**config.mk**
```make
export PLATFORM = sky130hd
export DESIGN_NAME = cp0_reg_file
export DESIGN_NICKNAME = d
export VERILOG_FILES = /design/src/rtl/cp0_reg_file_pkg.sv /design/src/rtl/cp0_reg_file_timer.sv /design/src/rtl/cp0_reg_file.sv
export SDC_FILE = /design/constraint.sdc
export NUM_CORES = 1
export LEC_CHECK = 0
export BUFFER_PORTS_ARGS = -buffer_cell sky130_fd_sc_hd__buf_4
export CORE_UTILIZATION = 48
export DETAILED_ROUTE_END_ITERATION = 10
export MAX_ROUTING_LAYER = met4
export PLACE_DENSITY = 0.77
export SETUP_SLACK_MARGIN = 0.4
export SLEW_MARGIN = 5
export SYNTH_ARGS = -nofsm -noshare
export SYNTH_HDL_FRONTEND = slang
export SYNTH_SLANG_ARGS = --single-unit
```
**constraint.sdc**
```tcl
create_clock -name clk -period 2.8 [get_ports clk]
set_input_delay 0 -clock clk [delete_from_list [all_inputs] [get_ports clk]]
set_output_delay 0 -clock clk [all_outputs]
set_load 0.005 [all_outputs]
```
**src/rtl/cp0_reg_file_pkg.sv**
```systemverilog
// Shared CP0 definitions: register addresses, Status/Cause field layout,
// write masks, ExcCode constants and packing helpers.
package cp0_reg_file_pkg;

  // Address is {rd[4:0], sel[2:0]}; every mapped register uses sel 0.
  typedef enum logic [7:0] {
    CP0_BADVADDR = 8'h40,
    CP0_COUNT    = 8'h48,
    CP0_COMPARE  = 8'h58,
    CP0_STATUS   = 8'h60,
    CP0_CAUSE    = 8'h68,
    CP0_EPC      = 8'h70,
    CP0_PRID     = 8'h78
  } cp0_addr_e;

  localparam int STATUS_IE  = 0;
  localparam int STATUS_EXL = 1;
  localparam int STATUS_BEV = 22;
  localparam int CAUSE_BD   = 31;
  localparam int CAUSE_TI   = 30;

  localparam logic [31:0] STATUS_WMASK = 32'h0000_FF03;
  localparam logic [31:0] CAUSE_WMASK  = 32'h0000_0300;
  localparam logic [31:0] STATUS_RESET = 32'h0040_0000;

  localparam logic [4:0] EXC_INT  = 5'd0;
  localparam logic [4:0] EXC_ADEL = 5'd4;
  localparam logic [4:0] EXC_ADES = 5'd5;
  localparam logic [4:0] EXC_SYS  = 5'd8;
  localparam logic [4:0] EXC_BP   = 5'd9;
  localparam logic [4:0] EXC_RI   = 5'd10;
  localparam logic [4:0] EXC_OV   = 5'd12;

  typedef struct packed {
    logic [7:0] im;
    logic       exl;
    logic       ie;
  } status_t;

  // ip[7:2] mirror IP[15:10] (sampled lines), ip[1:0] are the software bits IP[9:8].
  typedef struct packed {
    logic       bd;
    logic [7:0] ip;
    logic [4:0] exc_code;
  } cause_t;

  function automatic logic is_addr_exc(input logic [4:0] code);
    return (code == EXC_ADEL) || (code == EXC_ADES);
  endfunction

  function automatic logic [31:0] status_word(input status_t s);
    logic [31:0] w;
    w             = '0;
    w[STATUS_BEV] = 1'b1;
    w[15:8]       = s.im;
    w[STATUS_EXL] = s.exl;
    w[STATUS_IE]  = s.ie;
    return w;
  endfunction

  function automatic logic [31:0] cause_word(input cause_t c, input logic ti);
    logic [31:0] w;
    w           = '0;
    w[CAUSE_BD] = c.bd;
    w[CAUSE_TI] = ti;
    w[15:8]     = c.ip;
    w[6:2]      = c.exc_code;
    return w;
  endfunction

endpackage

```
**src/rtl/cp0_reg_file_timer.sv**
```systemverilog
// Count/Compare timer: prescaled Count, Compare match and the TI flag.
module cp0_reg_file_timer #(
  parameter int COUNT_DIV = 2
) (
  input  logic        clk,
  input  logic        rst_n,
  input  logic        count_we,
  input  logic        compare_we,
  input  logic [31:0] write_data,
  output logic [31:0] count,
  output logic [31:0] compare,
  output logic        ti,
  output logic        ti_next
);

  localparam int DIV_W = (COUNT_DIV > 1) ? $clog2(COUNT_DIV) : 1;
  localparam logic [DIV_W-1:0] DIV_LAST = DIV_W'(COUNT_DIV - 1);

  logic [DIV_W-1:0] div_reg, div_next;
  logic [31:0]      count_reg, count_next;
  logic [31:0]      compare_reg, compare_next;
  logic             ti_reg;

  always_comb begin
    div_next     = div_reg;
    count_next   = count_reg;
    compare_next = compare_reg;
    if (count_we) begin
      count_next = write_data;
      div_next   = '0;
    end else if (div_reg == DIV_LAST) begin
      div_next   = '0;
      count_next = count_reg + 32'd1;
    end else begin
      div_next = div_reg + DIV_W'(1);
    end
    if (compare_we) begin
      compare_next = write_data;
    end
    // Match uses post-update values; a Compare write always clears TI.
    ti_next = compare_we ? 1'b0 : (ti_reg | (count_next == compare_next));
  end

  always_ff @(posedge clk or negedge rst_n) begin
    if (!rst_n) begin
      div_reg     <= '0;
      count_reg   <= '0;
      compare_reg <= '0;
      ti_reg      <= 1'b0;
    end else begin
      div_reg     <= div_next;
      count_reg   <= count_next;
      compare_reg <= compare_next;
      ti_reg      <= ti_next;
    end
  end

  assign count   = count_reg;
  assign compare = compare_reg;
  assign ti      = ti_reg;

endmodule

```
**src/rtl/cp0_reg_file.sv**
```systemverilog
// CP0 register file: MTC0/MFC0 responder, exception/ERET bookkeeping,
// interrupt-pending generation and pipeline redirect PC.
module cp0_reg_file
  import cp0_reg_file_pkg::*;
#(
  parameter logic [31:0] EXC_VECTOR = 32'hBFC0_0380,
  parameter logic [31:0] PRID_VALUE = 32'h0000_4220,
  parameter int          COUNT_DIV  = 2
) (
  input  logic        clk,
  input  logic        rst_n,
  input  logic        cp0_write_en,
  input  logic        cp0_read_en,
  input  logic [7:0]  cp0_addr,
  input  logic [31:0] cp0_write_data,
  output logic [31:0] cp0_read_data,
  input  logic [5:0]  hw_int,
  input  logic        exc_valid,
  input  logic [4:0]  exc_code,
  input  logic [31:0] exc_pc,
  input  logic        exc_in_delay,
  input  logic [31:0] exc_badvaddr,
  input  logic        eret,
  output logic        int_pending,
  output logic [31:0] redirect_pc,
  output logic [31:0] status_o,
  output logic [31:0] cause_o,
  output logic [31:0] epc_o
);

  logic [31:0] count, compare;
  logic        ti, ti_next;

  status_t     status_reg, status_next;
  cause_t      cause_reg, cause_next;
  logic [31:0] epc_reg, epc_next;
  logic [31:0] badvaddr_reg, badvaddr_next;
  logic        int_pending_reg, int_pending_next;
  logic        mtc0_ok;

  // An exception or ERET in the same cycle swallows the MTC0 entirely.
  assign mtc0_ok = cp0_write_en & ~exc_valid & ~eret;

  cp0_reg_file_timer #(
    .COUNT_DIV (COUNT_DIV)
  ) u_timer (
    .clk        (clk),
    .rst_n      (rst_n),
    .count_we   (mtc0_ok && (cp0_addr == CP0_COUNT)),
    .compare_we (mtc0_ok && (cp0_addr == CP0_COMPARE)),
    .write_data (cp0_write_data),
    .count      (count),
    .compare    (compare),
    .ti         (ti),
    .ti_next    (ti_next)
  );

  always_comb begin
    status_next   = status_reg;
    cause_next    = cause_reg;
    epc_next      = epc_reg;
    badvaddr_next = badvaddr_reg;

    if (exc_valid) begin
      cause_next.exc_code = exc_code;
      status_next.exl     = 1'b1;
      // Nested exceptions keep the original return point.
      if (!status_reg.exl) begin
        epc_next      = exc_in_delay ? (exc_pc - 32'd4) : exc_pc;
        cause_next.bd = exc_in_delay;
      end
      if (is_addr_exc(exc_code)) begin
        badvaddr_next = exc_badvaddr;
      end
    end else if (eret) begin
      status_next.exl = 1'b0;
    end else if (mtc0_ok) begin
      case (cp0_addr)
        CP0_STATUS: status_next = '{im:  cp0_write_data[15:8],
                                    exl: cp0_write_data[STATUS_EXL],
                                    ie:  cp0_write_data[STATUS_IE]};
        CP0_CAUSE:  cause_next.ip[1:0] = cp0_write_data[9:8];
        CP0_EPC:    epc_next = cp0_write_data;
        default:    ;
      endcase
    end

    cause_next.ip[7:2] = {hw_int[5] | ti_next, hw_int[4:0]};
    int_pending_next   = status_next.ie & ~status_next.exl
                         & (|(cause_next.ip & status_next.im));
  end

  always_ff @(posedge clk or negedge rst_n) begin
    if (!rst_n) begin
      status_reg      <= '0;
      cause_reg       <= '0;
      epc_reg         <= '0;
      badvaddr_reg    <= '0;
      int_pending_reg <= 1'b0;
    end else begin
      status_reg      <= status_next;
      cause_reg       <= cause_next;
      epc_reg         <= epc_next;
      badvaddr_reg    <= badvaddr_next;
      int_pending_reg <= int_pending_next;
    end
  end

  always_comb begin
    cp0_read_data = '0;
    if (cp0_read_en) begin
      case (cp0_addr)
        CP0_BADVADDR: cp0_read_data = badvaddr_reg;
        CP0_COUNT:    cp0_read_data = count;
        CP0_COMPARE:  cp0_read_data = compare;
        CP0_STATUS:   cp0_read_data = status_word(status_reg);
        CP0_CAUSE:    cp0_read_data = cause_word(cause_reg, ti);
        CP0_EPC:      cp0_read_data = epc_reg;
        CP0_PRID:     cp0_read_data = PRID_VALUE;
        default:      cp0_read_data = '0;
      endcase
    end
  end

  always_comb begin
    redirect_pc = '0;
    if (exc_valid) begin
      redirect_pc = EXC_VECTOR;
    end else if (eret) begin
      redirect_pc = epc_reg;
    end
  end

  assign status_o    = status_word(status_reg);
  assign cause_o     = cause_word(cause_reg, ti);
  assign epc_o       = epc_reg;
  assign int_pending = int_pending_reg;

endmodule
```
Word-level counts from Yosys, hierarchy flattened:

Index checks and enable logic that the tools add are counted.

* register bits: 155
* output and inout port bits: 161
* logic and storage cells: 76
* input bits: 122

* add/subtract/negate cells: 3
* bitwise operators: 11
* equality and inequality tests: 12
* reduce and logical (&&, ||, !) cells: 9
* multiplexer cells: 28

Operators by type and width (number)
* 32-bit 2-to-1 mux: 12
* 32-bit one-hot mux with 7 select lines: 1
* 8-bit by 7-bit equality test with 1-bit output, second input constant: 7
* 32-bit by 1-bit adder with 32-bit output, second input constant: 1
* 32-bit equality test: 1
* 32-bit by 3-bit subtractor with 32-bit output, second input constant: 1
* 10-bit 2-to-1 mux: 2
* 8-bit 2-to-1 mux: 2
* 5-bit by 3-bit equality test with 1-bit output, second input constant: 2
* 8-bit AND: 1
* 2-bit 2-to-1 mux: 4
* 8-bit OR reduction: 1
* 1-bit 2-to-1 mux: 7
* 1-bit AND: 4
* 2-bit != test, second input constant: 2
* 1-bit NOT: 4
* 2-bit AND reduction: 2
* 4-bit AND reduction: 1
* 2-bit nonzero test: 2
* 1-bit logical AND: 2
* 1-bit OR: 2
* 1-bit adder, second input constant: 1
* 1-bit logical OR: 1

Longest topological paths before layout:

Gate-level depths: netlist of run 1.

* depth after elaboration: 12
* depth in mapped cells: 12
* depth with buffers taken out: 10

Cells and area by module:

A second synthesis of run 1 with hierarchy kept.

* cell total of the unflattened synthesis: 1018
* area total of the unflattened synthesis: 9967.1 µm²

Modules (own cells, without submodules)
* cp0_reg_file: cells an instance 625, sequential area each 2227.1 µm², instances 1, area each 5883.1 µm²
* cp0_reg_file_timer: cells an instance 393, sequential area each 1651.6 µm², instances 1, area each 4083.9 µm²

Least setup slack after synthesis of run 1:

Ideal clock, no wire load.

* path kind: reg-to-reg
* from: register u_timer.count_reg[0], in the netlist u_timer.count[0]
* to: register int_pending_reg, in the netlist int_pending
* stages on the path, launching flop included: 12
* path buffers: 1
* setup time: 0.077 ns
* arrival: 2.980 ns
* slack: -0.257 ns
* path through: dfrtp_1 > ha_1 > and4_1 > clkbuf_1 > nand4_1 > or4_1 > a31oi_1 > xnor2_1 > and4_1 > nand4_1 > or4_4 > a21oi_1

* cells in the longest elaborated chain, start to end: 10

RTL lines
* from (decl): RTL line cp0_reg_file_timer.sv:20 `logic [31:0] count_reg, count_next;`
* from (signal assigned): RTL line cp0_reg_file_timer.sv:52 `count_reg <= count_next;`
* 32-bit by 1-bit adder with 32-bit output: RTL line cp0_reg_file_timer.sv:33 `count_next = count_reg + 32'd1;`
* 32-bit 2-to-1 mux: RTL line cp0_reg_file_timer.sv:31 `end else if (div_reg == DIV_LAST) begin`
* 32-bit 2-to-1 mux: RTL line cp0_reg_file_timer.sv:28 `if (count_we) begin`
* named net u_timer.count_next[24]: RTL line cp0_reg_file_timer.sv:20
* 32-bit equality test: RTL line cp0_reg_file_timer.sv:41 `ti_next = compare_we ? 1'b0 : (ti_reg | (count_next == compare_next));`
* 1-bit OR: RTL line cp0_reg_file_timer.sv:41
* 1-bit 2-to-1 mux: RTL line cp0_reg_file_timer.sv:41
* 1-bit OR: RTL line cp0_reg_file.sv:88 `cause_next.ip[7:2] = {hw_int[5] | ti_next, hw_int[4:0]};`
* 8-bit AND: RTL line cp0_reg_file.sv:90 `& (|(cause_next.ip & status_next.im));`
* 8-bit OR reduction: RTL line cp0_reg_file.sv:90
* 1-bit AND: RTL line cp0_reg_file.sv:90
* named net int_pending_next: RTL line cp0_reg_file.sv:38 `logic int_pending_reg, int_pending_next;`
* to (signal assigned): RTL line cp0_reg_file.sv:105 `int_pending_reg <= int_pending_next;`
* to (decl): RTL line cp0_reg_file.sv:38

The timed path passes the listed nets, and every way through them passes these cells.
A chain may end at the register's enable or synchronous reset.

Final worst setup path of run 1:

* from: register u_timer.count_reg[22], in the netlist u_timer.count[22]
* to: register int_pending_reg, in the netlist int_pending

The elaborated chain is that of the path after synthesis.

==> parameters.txt, run 1 <==
Parameter                              Value

Floorplanning
  Io pins    283
  Number of rows created at floorplan    53
  Total Die Area    22,000 µm²
  Horiz. Die Dim    148 µm
  Starting density of the core    0.489
  Core Footprint    21,000 µm²
  Die Y-Extent    148 µm

Drt
  Via total after detailed routing    11,421
  Remaining antenna violation count after routing    0
  Routed wire length per instance    23.3 µm
  First-iteration detailed-routing DRC count    1,626
  Number of iterations in the first detailed-routing pass    8
  # DRC    0
  Total wire length after detailed routing    44.2 mm
  Routed via count divided by cell count    6.03

Run status
  Violated checks    setup timing
  Run status    complete, but fails checks

Synth
  Number of flops mapped to enable cells by yosys    0
  Flop and latch count out of synthesis    155
  Post-Syn Instances    1,170
  Combinational family with the most area after synthesis    simple AND/OR/NAND/NOR gates
  Post-synthesis async set-or-reset flop share    1.00
  Share of synthesized area spent on multiplexers    0.0733
  Synth Area in Adders    0.00243
  Syn avg cell area    8.79 µm²
  Unique masters post-synth    77
  Sequential share of the synthesized area    0.377
  Cell area after synthesis    10,300 µm²
  Number of warnings reported in the yosys synthesis log    0
  Most common flop cell mapped by yosys    dfrtp_1
  Simple-gate portion of the synthesized area    0.216
  Compound-gate portion of the synthesized area    0.168
  Xor-xnor portion of the synthesized cell area    0.0955

Critical path
  Kind of start point of the critical path    flop
  Critical Path End Type    flop
  Cell-by-cell listing of the critical path    nand4_1 > buf_6 > nor4_4 > buf_4 > buf_6 > or4b_4 > a31oi_4 > xor2_1 > a211oi_1 > nand4_1 > or4_4 > a21oi_2
  Delay of the slowest cell on the worst path    0.60 ns
  Arrival time of data at the critical path endpoint    3.49 ns
  Type of the worst setup path    reg -> reg
  Endpoint required time on the critical path    3.17 ns
  Max Fanout on Critical Path    4
  Library cell contributing the largest single delay on the critical path    or4_4

STA
  Relative max-transition margin    0.467
  Smallest setup slack after layout    -0.321 ns
  Pins Over Slew Limit    0
  Worst-Margin Slew    0.797 ns
  Final number of hold-violating endpoints    0
  Setup repair after global routing missed its margin    yes
  Fin Clk Skew    0.0141 ns
  Final worst path period share    1.11
  Shortest clock period the worst path allows after layout    3.12 ns
  Final setup vio count    3
  Maximum achievable frequency    0.320 GHz

Layout
  Area taken by multi-input logic gates    6090 µm²
  Count of fill cells added during filler insertion    1,592
  Commonest non-fill, non-tap cell in the layout    buf_4
  Proportion of layout cells with a drive suffix above 1    0.337
  Most used cells in the layout excluding fill and tap cells    buf_4, nand2_1, dfrtp_1, dlygate4sd3_1, nor2_1
  Fin nets    1,727
  Area taken by flip-flops and latches    3880 µm²
  Finished Core Util    0.712
  Layout-stage area growth over the synthesis result    45.7%
  Non-filler cells in the finished layout    1,893

Worst hold path
  Class of the worst hold path    in -> reg

Clock network
  Worst-skew pair later-pin latency    0.44 ns
  H-tree depth    4
  Clock-pin slew on the worst setup and hold paths    0.07 ns
  CTS Buf Count    17
  Clock tree from TritonCTS    built
  Clock sink total    155
  Largest buffer count on any clock path    2
  Buffer type at the clock tree root    clkbuf_16

Power
  Pwr/cell area    461 nW/µm²
  Maximum ir drop on the vdd rail    0.334 mV
  Leakage Power    6.80 nW

Placed design
  HPWL after detailed placement    32.3 mm
  Input/output buffers    243
  Placed instance count    1,759
  Weighted congestion reported at the end of routability-driven placement    1.05

GRT
  Remaining global-route overflow    0
  Via count of the first global-routing pass    11,018
  First-pass GRT wire length    66.6 mm
  Largest net degree at the start of global routing    75
  All-layer global routing usage    0.422
  Initial antenna violation count    0

Job
  Max Cap Violations    0
-- metrics by stage --
stage                     power [W]  hold slack, ns  setup TNS, ns  setup WS [ns]  instance area (µm²)
after floorplan             0.00345          -0.296         -0.253         -0.116                10500
after global placement      0.00428          0.0429          -1.66         -0.584                13200
after detailed placement    0.00431          0.0457          -1.79         -0.627                13200
after CTS                   0.00680         0.00171         -0.694         -0.274                14900
after global routing        0.00714          0.0289          -1.13         -0.419                15000
final                       0.00691         0.00766         -0.845         -0.321                15000
-- power breakdown --
part / switching [W] / internal (W) / total [W]
Clock: 0.00113 / 0.00128 / 0.00242
Sequential: 0.000292 / 0.00251 / 0.00280
Combinational: 0.000798 / 0.000895 / 0.00169
Total: 0.00222 / 0.00468 / 0.00691
-- cells in the mapped netlist, types with 4 or more instances --
cell | n | area share
a211oi_1 | 11 | 0.0080
a21o_1 | 15 | 0.011
a21oi_1 | 66 | 0.032
a222oi_1 | 11 | 0.011
a22oi_1 | 48 | 0.035
a31oi_1 | 23 | 0.014
and2_1 | 24 | 0.015
and3_1 | 6 | 0.0037
and4_1 | 8 | 0.0068
buf_1 | 9 | 0.0033
buf_2 | 12 | 0.0058
buf_4 | 43 | 0.031
clkbuf_1 | 52 | 0.019
clkbuf_2 | 4 | 0.0019
dfrtp_1 | 155 | 0.38
inv_1 | 12 | 0.0044
mux2_2 | 56 | 0.061
mux2i_1 | 10 | 0.0097
nand2_1 | 177 | 0.065
nand2b_1 | 8 | 0.0049
nand3_1 | 23 | 0.011
nand4_1 | 21 | 0.013
nor2_1 | 74 | 0.027
nor2b_1 | 4 | 0.0024
nor3_1 | 21 | 0.010
nor3b_1 | 6 | 0.0044
nor4_1 | 14 | 0.0085
o21ai_0 | 67 | 0.033
o21ai_1 | 6 | 0.0029
or3_1 | 8 | 0.0049
or4_1 | 10 | 0.0073
xnor2_1 | 52 | 0.044
xnor3_1 | 6 | 0.013
xor2_1 | 42 | 0.036
-- cell type report --
type                    instances  area share
multi-input cells             919       0.407
flip-flops and latches        155       0.259
repair buffers                497       0.267
well taps                     275      0.0230
diodes                          2    0.000334
clock buffers                  17      0.0284
inverters                      13     0.00326
clock inverters                15      0.0119
-- worst paths after layout --
path	slack (ns)	from	cells after the start	to
max	-0.32	u_timer.count[22]	12	int_pending
min	0.008	exc_pc[5]	5	epc_o[5]
max reg2reg	-0.32	u_timer.count[22]	12	int_pending
min reg2reg	0.50	u_timer.div_reg	1	u_timer.div_reg
max in group asynchronous	1.84	rst_n	3	u_timer.compare[13]
min in group asynchronous	0.13	rst_n	2	u_timer.div_reg
-- kinds of logic after synthesis --
kind of cell | Yosys count
adder cells (fa/ha/maj) | 2
XOR/XNOR | 101
buffers and inverters | 133
other | 2
AO/OA/AOI/OAI | 274
AND/OR/NAND/NOR | 436
multiplexers | 67
flip-flops | 155
-- what timing repair did --
action | in CTS | in global routing
pin swaps | 9 | 7
hold buffers | 94 | 0
resized for setup | 19 | 14
buffers inserted | 4 | 2
hold endpoints to repair | 205 | 0
gates cloned | 0 | 0
setup endpoints to repair | 3 | 3
-- routing by layer --
metal / vias up / global-route usage / routed length, µm
met5: - / - / 0
met4: 0 / 0.168 / 1910
met3: 144 / 0.106 / 5310
met2: 811 / 0.641 / 20200
met1: 5468 / 0.539 / 16800
li1: 4998 / - / -
-- critical path: cells and delay by family (launching register included) --
family / cells / cell delay [ns]
compound gates: 3 / 0.50
xor+xnor: 1 / 0.10
buf+inv: 3 / 0.43
flops: 1 / 0.35
simple gates: 5 / 1.68
Power figures use the tool's default switching activity.
==> run 2: changes to the inputs <==
--- a/config.mk
+++ b/config.mk
@@ -10,6 +10,7 @@
 export DETAILED_ROUTE_END_ITERATION = 10
 export MAX_ROUTING_LAYER = met4
 export PLACE_DENSITY = 0.77
+export REMOVE_ABC_BUFFERS = 1
 export SETUP_SLACK_MARGIN = 0.4
 export SLEW_MARGIN = 5
 export SYNTH_ARGS = -nofsm -noshare
==> parameters.txt, run 2 (same netlist as run 1, synthesis figures left out) <==
Parameter                              Value

Run status
  Run status    complete, but fails checks
  Violated checks    setup timing

Clock network
  Largest buffer count on any clock path    2
  Clock-pin slew on the worst setup and hold paths    0.07 ns
  Worst-skew pair later-pin latency    0.44 ns
  CTS Buf Count    17
  Buffer type at the clock tree root    clkbuf_16
  Clock tree from TritonCTS    built
  H-tree depth    4
  Clock sink total    155

Placed design
  HPWL after detailed placement    30.7 mm
  Post-placement cell area    13,300 µm²
  Weighted congestion reported at the end of routability-driven placement    0.989
  Worst Setup Slack post-DPL    -0.428 ns
  Input/output buffers    243

STA
  Final worst path period share    1.12
  Maximum achievable frequency    0.319 GHz
  Shortest clock period the worst path allows after layout    3.13 ns
  Relative max-transition margin    0.401
  Setup repair after global routing missed its margin    yes
  Worst-Margin Slew    0.898 ns
  Fin Clk Skew    0.0101 ns
  Smallest setup slack after layout    -0.334 ns
  TNS Setup    -0.865 ns
  Pins Over Slew Limit    0
  Final setup vio count    3
  Final number of hold-violating endpoints    0

Worst hold path
  Worst Min Path Start    exc_pc[22]
  Class of the worst hold path    in -> reg

Layout
  Proportion of layout cells with a drive suffix above 1    0.365
  Commonest non-fill, non-tap cell in the layout    buf_4
  Non-Filler Cell Area, Final    15,400 µm²
  Fin nets    1,752
  Layout-stage area growth over the synthesis result    49.6%
  Most used cells in the layout excluding fill and tap cells    buf_4, nand2_1, dfrtp_1, dlygate4sd3_1, nor2_1

Drt
  # DRC    0
  Routed wire length per instance    22.6 µm
  Routed via count divided by cell count    5.89
  First-iteration detailed-routing DRC count    1,012
  Via total after detailed routing    11,301
  Total wire length after detailed routing    43.3 mm
  Number of iterations in the first detailed-routing pass    7
  Remaining antenna violation count after routing    0

Critical path
  Kind of start point of the critical path    flop
  Endpoint required time on the critical path    3.17 ns
  Arrival time of data at the critical path endpoint    3.51 ns
  Critical Path Start    u_timer.count[1]
  Max Fanout on Critical Path    4
  Slack of the worst reg-to-reg path    -0.33 ns
  Type of the worst setup path    reg -> reg
  Critical Path End Type    flop
  Reg-to-reg critical path startpoint    u_timer.count[1]

GRT
  Remaining global-route overflow    0
  Largest net degree at the start of global routing    76
  First-pass GRT wire length    64.6 mm
  All-layer global routing usage    0.405
  Via count of the first global-routing pass    11,271
  Initial antenna violation count    2

Power
  Leakage Power    7.00 nW
  Pwr/cell area    455 nW/µm²
  Maximum ir drop on the vdd rail    0.429 mV

Job
  Max Cap Violations    0

Floorplanning
  Starting density of the core    0.489
  Number of rows created at floorplan    53
  Core Footprint    21,000 µm²
  Die Y-Extent    148 µm
  Horiz. Die Dim    148 µm
  Total Die Area    22,000 µm²
  Io pins    283
-- run 2: changes by cell type in the layout (fill, tap and decap cells not counted), sizes merged --
| cell | before | now |
|---|---|---|
| buf | 403 | 432 |
| bufinv | 1 | 2 |
| clkbuf | 17 | 18 |
| clkinv | 5 | 3 |
| clkinvlp | 2 | 1 |
| dlygate4sd3 | 94 | 90 |
| inv | 20 | 21 |
-- run 2: what timing repair did --
action,in CTS,in global routing
endpoints found under the hold margin,220,0
hold buffers,90,0
resized for setup,48,32
pin swaps,28,22
buffers inserted,13,4
endpoints found under the setup margin,9,11
cloned,0,0
-- run 2: area by class of cell --
class | count | area (µm²)
Tap cell | 275 | 344
Clock inverter | 14 | 174
Sequential cell | 155 | 3880
Antenna cell | 2 | 5.00
Clock buffer | 18 | 429
Timing Repair Buffer | 522 | 4230
Fill cell | 1544 | 5640
Multi-Input combinational cell | 919 | 6280
Inverter | 13 | 48.8
-- run 2: final timing paths --
check | end | cells past startpoint
worst min register to register | badvaddr_reg[12] | 1
worst min-delay path | epc_o[23] | 4
max in group asynchronous | epc_o[9] | 3
worst max-delay path | int_pending | 12
min in group asynchronous | badvaddr_reg[25] | 2
worst max register to register | int_pending | 12
-- run 2: through the flow --
| stage | power [W] | hold WS, ns | utilization | cells |
|---|---|---|---|---|
| 2_1_floorplan | 0.00334 | -0.296 | - | 1087 |
| 5_1_grt | 0.00726 | 0.0185 | 0.732 | 1918 |
| 6_report | 0.00700 | 0.00279 | 0.732 | 1918 |
| 3_3_place_gp | 0.00426 | 0.0699 | 0.634 | 1777 |
| 4_1_cts | 0.00693 | 0.00106 | 0.722 | 1912 |
| 3_5_place_dp | 0.00430 | 0.0656 | 0.634 | 1777 |
-- run 2: critical path: stages (launching register included) --
cell	delay, ns
dfrtp_1	0.41
ha_2	0.21
buf_4	0.11
nand4_1	0.07
buf_4	0.17
nor3_2	0.21
nand3_2	0.16
xor2_2	0.21
mux2_2	0.35
a31oi_1	0.26
nand4_1	0.16
or4_4	0.61
a21oi_2	0.15
-- run 2: metal layers --
layer	track usage	part of all wire	vias to the layer above
met2	0.636	0.47	673
li1	-	-	5034
met5	-	0	-
met4	0.195	0.044	0
met3	0.0647	0.084	111
met1	0.509	0.40	5483
-- run 2: report_power, final --
group	internal [W]	leakage (nW)	switching, W
logic	0.000972	4.82	0.000816
registers	0.00251	1.89	0.000243
clock network	0.00136	0.294	0.00111
==> run 3: changes to the inputs <==
==> constraint.sdc (replaced) <==
create_clock -name clk -period 2.8 [get_ports clk]
set_input_delay 0.42 -clock clk [delete_from_list [all_inputs] [get_ports clk]]
set_output_delay 0.42 -clock clk [all_outputs]
set_load 0.005 [all_outputs]
==> parameters.txt, run 3 (same netlist as run 1, synthesis figures left out) <==
Parameter                              Value

STA
  Final number of hold-violating endpoints    0
  Smallest setup slack after layout    -0.322 ns
  Final worst path period share    1.12
  Shortest clock period the worst path allows after layout    3.12 ns
  Worst-Margin Slew    0.941 ns
  Setup repair after global routing missed its margin    yes
  Maximum achievable frequency    0.320 GHz
  Fin Clk Skew    0.0135 ns
  Final setup vio count    7
  Pins Over Slew Limit    0
  Relative max-transition margin    0.373

Critical path
  Kind of start point of the critical path    flop
  Arrival time of data at the critical path endpoint    3.48 ns
  Max Fanout on Critical Path    4
  Cell-by-cell listing of the critical path    ha_1 > buf_4 > nand4_1 > buf_4 > nor4_4 > xnor2_2 > xor2_1 > a21oi_2 > nor4_2 > nand4_1 > or4_4 > a21oi_2
  Library cell contributing the largest single delay on the critical path    or4_4
  Delay of the slowest cell on the worst path    0.60 ns
  Critical Path End Type    flop
  Type of the worst setup path    reg -> reg
  Endpoint required time on the critical path    3.16 ns

Clock network
  Clock sink total    155
  Worst-skew pair later-pin latency    0.44 ns
  Clock tree from TritonCTS    built
  H-tree depth    4
  Clock-pin slew on the worst setup and hold paths    0.06 ns
  Largest buffer count on any clock path    2
  CTS Buf Count    17
  Buffer type at the clock tree root    clkbuf_16

Floorplanning
  Die Y-Extent    148 µm
  Starting density of the core    0.489
  Io pins    283
  Horiz. Die Dim    148 µm
  Total Die Area    22,000 µm²
  Core Footprint    21,000 µm²
  Number of rows created at floorplan    53

Placed design
  HPWL after detailed placement    30.5 mm
  Input/output buffers    243
  Weighted congestion reported at the end of routability-driven placement    1.00
  Post-placement cell area    13,500 µm²

Layout
  Inserted Diodes    0
  Count of fill cells added during filler insertion    1,419
  Layout-stage area growth over the synthesis result    55.0%
  Area taken by multi-input logic gates    6980 µm²
  Proportion of layout cells with a drive suffix above 1    0.454
  Most used cells in the layout excluding fill and tap cells    buf_4, nand2_1, dfrtp_1, nor2_1, mux2_2
  Area taken by flip-flops and latches    3880 µm²
  Fin nets    1,712
  Non-Filler Cell Area, Final    15,900 µm²
  Commonest non-fill, non-tap cell in the layout    buf_4

Drt
  Via total after detailed routing    11,616
  Routed via count divided by cell count    6.20
  # DRC    0
  First-iteration detailed-routing DRC count    1,273
  Routed wire length per instance    24.8 µm
  Total wire length after detailed routing    46.6 mm
  Number of iterations in the first detailed-routing pass    7
  Remaining antenna violation count after routing    0

GRT
  Initial antenna violation count    0
  First-pass GRT wire length    64.0 mm
  Via count of the first global-routing pass    10,956
  All-layer global routing usage    0.402
  Largest net degree at the start of global routing    72
  Remaining global-route overflow    0

Power
  Leakage Power    7.11 nW
  Final Total Pwr    0.00687 W
  Maximum ir drop on the vdd rail    0.448 mV
  Pwr/cell area    431 nW/µm²

Run status
  Run status    complete, but fails checks
  Violated checks    setup timing

Worst hold path
  Class of the worst hold path    in -> reg

Job
  Max Cap Violations    0
==> run 3: worst paths after layout <==
check                                 start                  to  slack (ns)  cells after the start
hold reg to reg            badvaddr_reg[17]    badvaddr_reg[17]        0.51                      1
setup / recovery           u_timer.count[1]         int_pending       -0.32                     12
max in group asynchronous             rst_n  u_timer.compare[2]        1.52                      3
hold / removal                    hw_int[3]         cause_o[13]        0.10                      1
setup reg to reg           u_timer.count[1]         int_pending       -0.32                     12
min in group asynchronous             rst_n           epc_o[29]        0.51                      2
==> run 3: final cells by class <==
| type | count | share of cell area |
|---|---|---|
| timing repair buffer | 481 | 0.257 |
| clock buffer | 20 | 0.0274 |
| inverter | 13 | 0.00306 |
| clock inverter | 11 | 0.00919 |
| multi-input combinational | 920 | 0.438 |
| sequential | 155 | 0.243 |
| tap | 275 | 0.0216 |
==> run 3: through the flow <==
| step | utilization | setup TNS (ns) | setup slack, ns | std cells | hold WS [ns] |
|---|---|---|---|---|---|
| 2_1_floorplan | - | -38.32 | -1.03 | 1087 | 0.124 |
| 3_5_place_dp | 0.641 | -7.32 | -0.657 | 1793 | 0.420 |
| 6_report | 0.758 | -0.888 | -0.322 | 1875 | 0.101 |
| 4_1_cts | 0.720 | -0.546 | -0.219 | 1864 | 0.102 |
| 3_3_place_gp | 0.641 | -6.77 | -0.597 | 1793 | 0.417 |
| 5_1_grt | 0.758 | -1.23 | -0.389 | 1875 | 0.0965 |
==> run 3: repair_timing <==
action                                 4_1_cts  5_1_grt
buffers inserted                            34        6
hold buffers                                 1        0
gates resized for setup                    173      124
pin swaps                                   54       46
cloned                                       5        5
endpoints found under the hold margin       53        0
setup endpoints to repair                   73       61
==> run 3: routing by layer <==
metal  part of all wire  wire length (µm)  vias to the layer above  track usage
li1                   -                 -                     4950            -
met1               0.38             17500                     5587        0.519
met2               0.46             21300                      886        0.615
met3               0.10              4850                      193       0.0641
met4              0.061              2840                        0        0.192
met5                  0                 0                        -            -
==> run 3: critical path: cells and delay by family (launching register included) <==
kind | cells | cell delay (ns)
flops | 1 | 0.37
buf+inv | 2 | 0.30
simple gates | 5 | 1.39
xor+xnor | 2 | 0.55
fa+ha+maj | 1 | 0.18
compound gates | 2 | 0.25
==> run 3: report_power, final <==
| group | switching (W) | leakage, nW | internal [W] |
|---|---|---|---|
| combinational | 0.000853 | 4.95 | 0.000870 |
| clock | 0.000990 | 0.269 | 0.00140 |
| sequential | 0.000248 | 1.89 | 0.00251 |
| total | 0.00209 | 7.11 | 0.00478 |
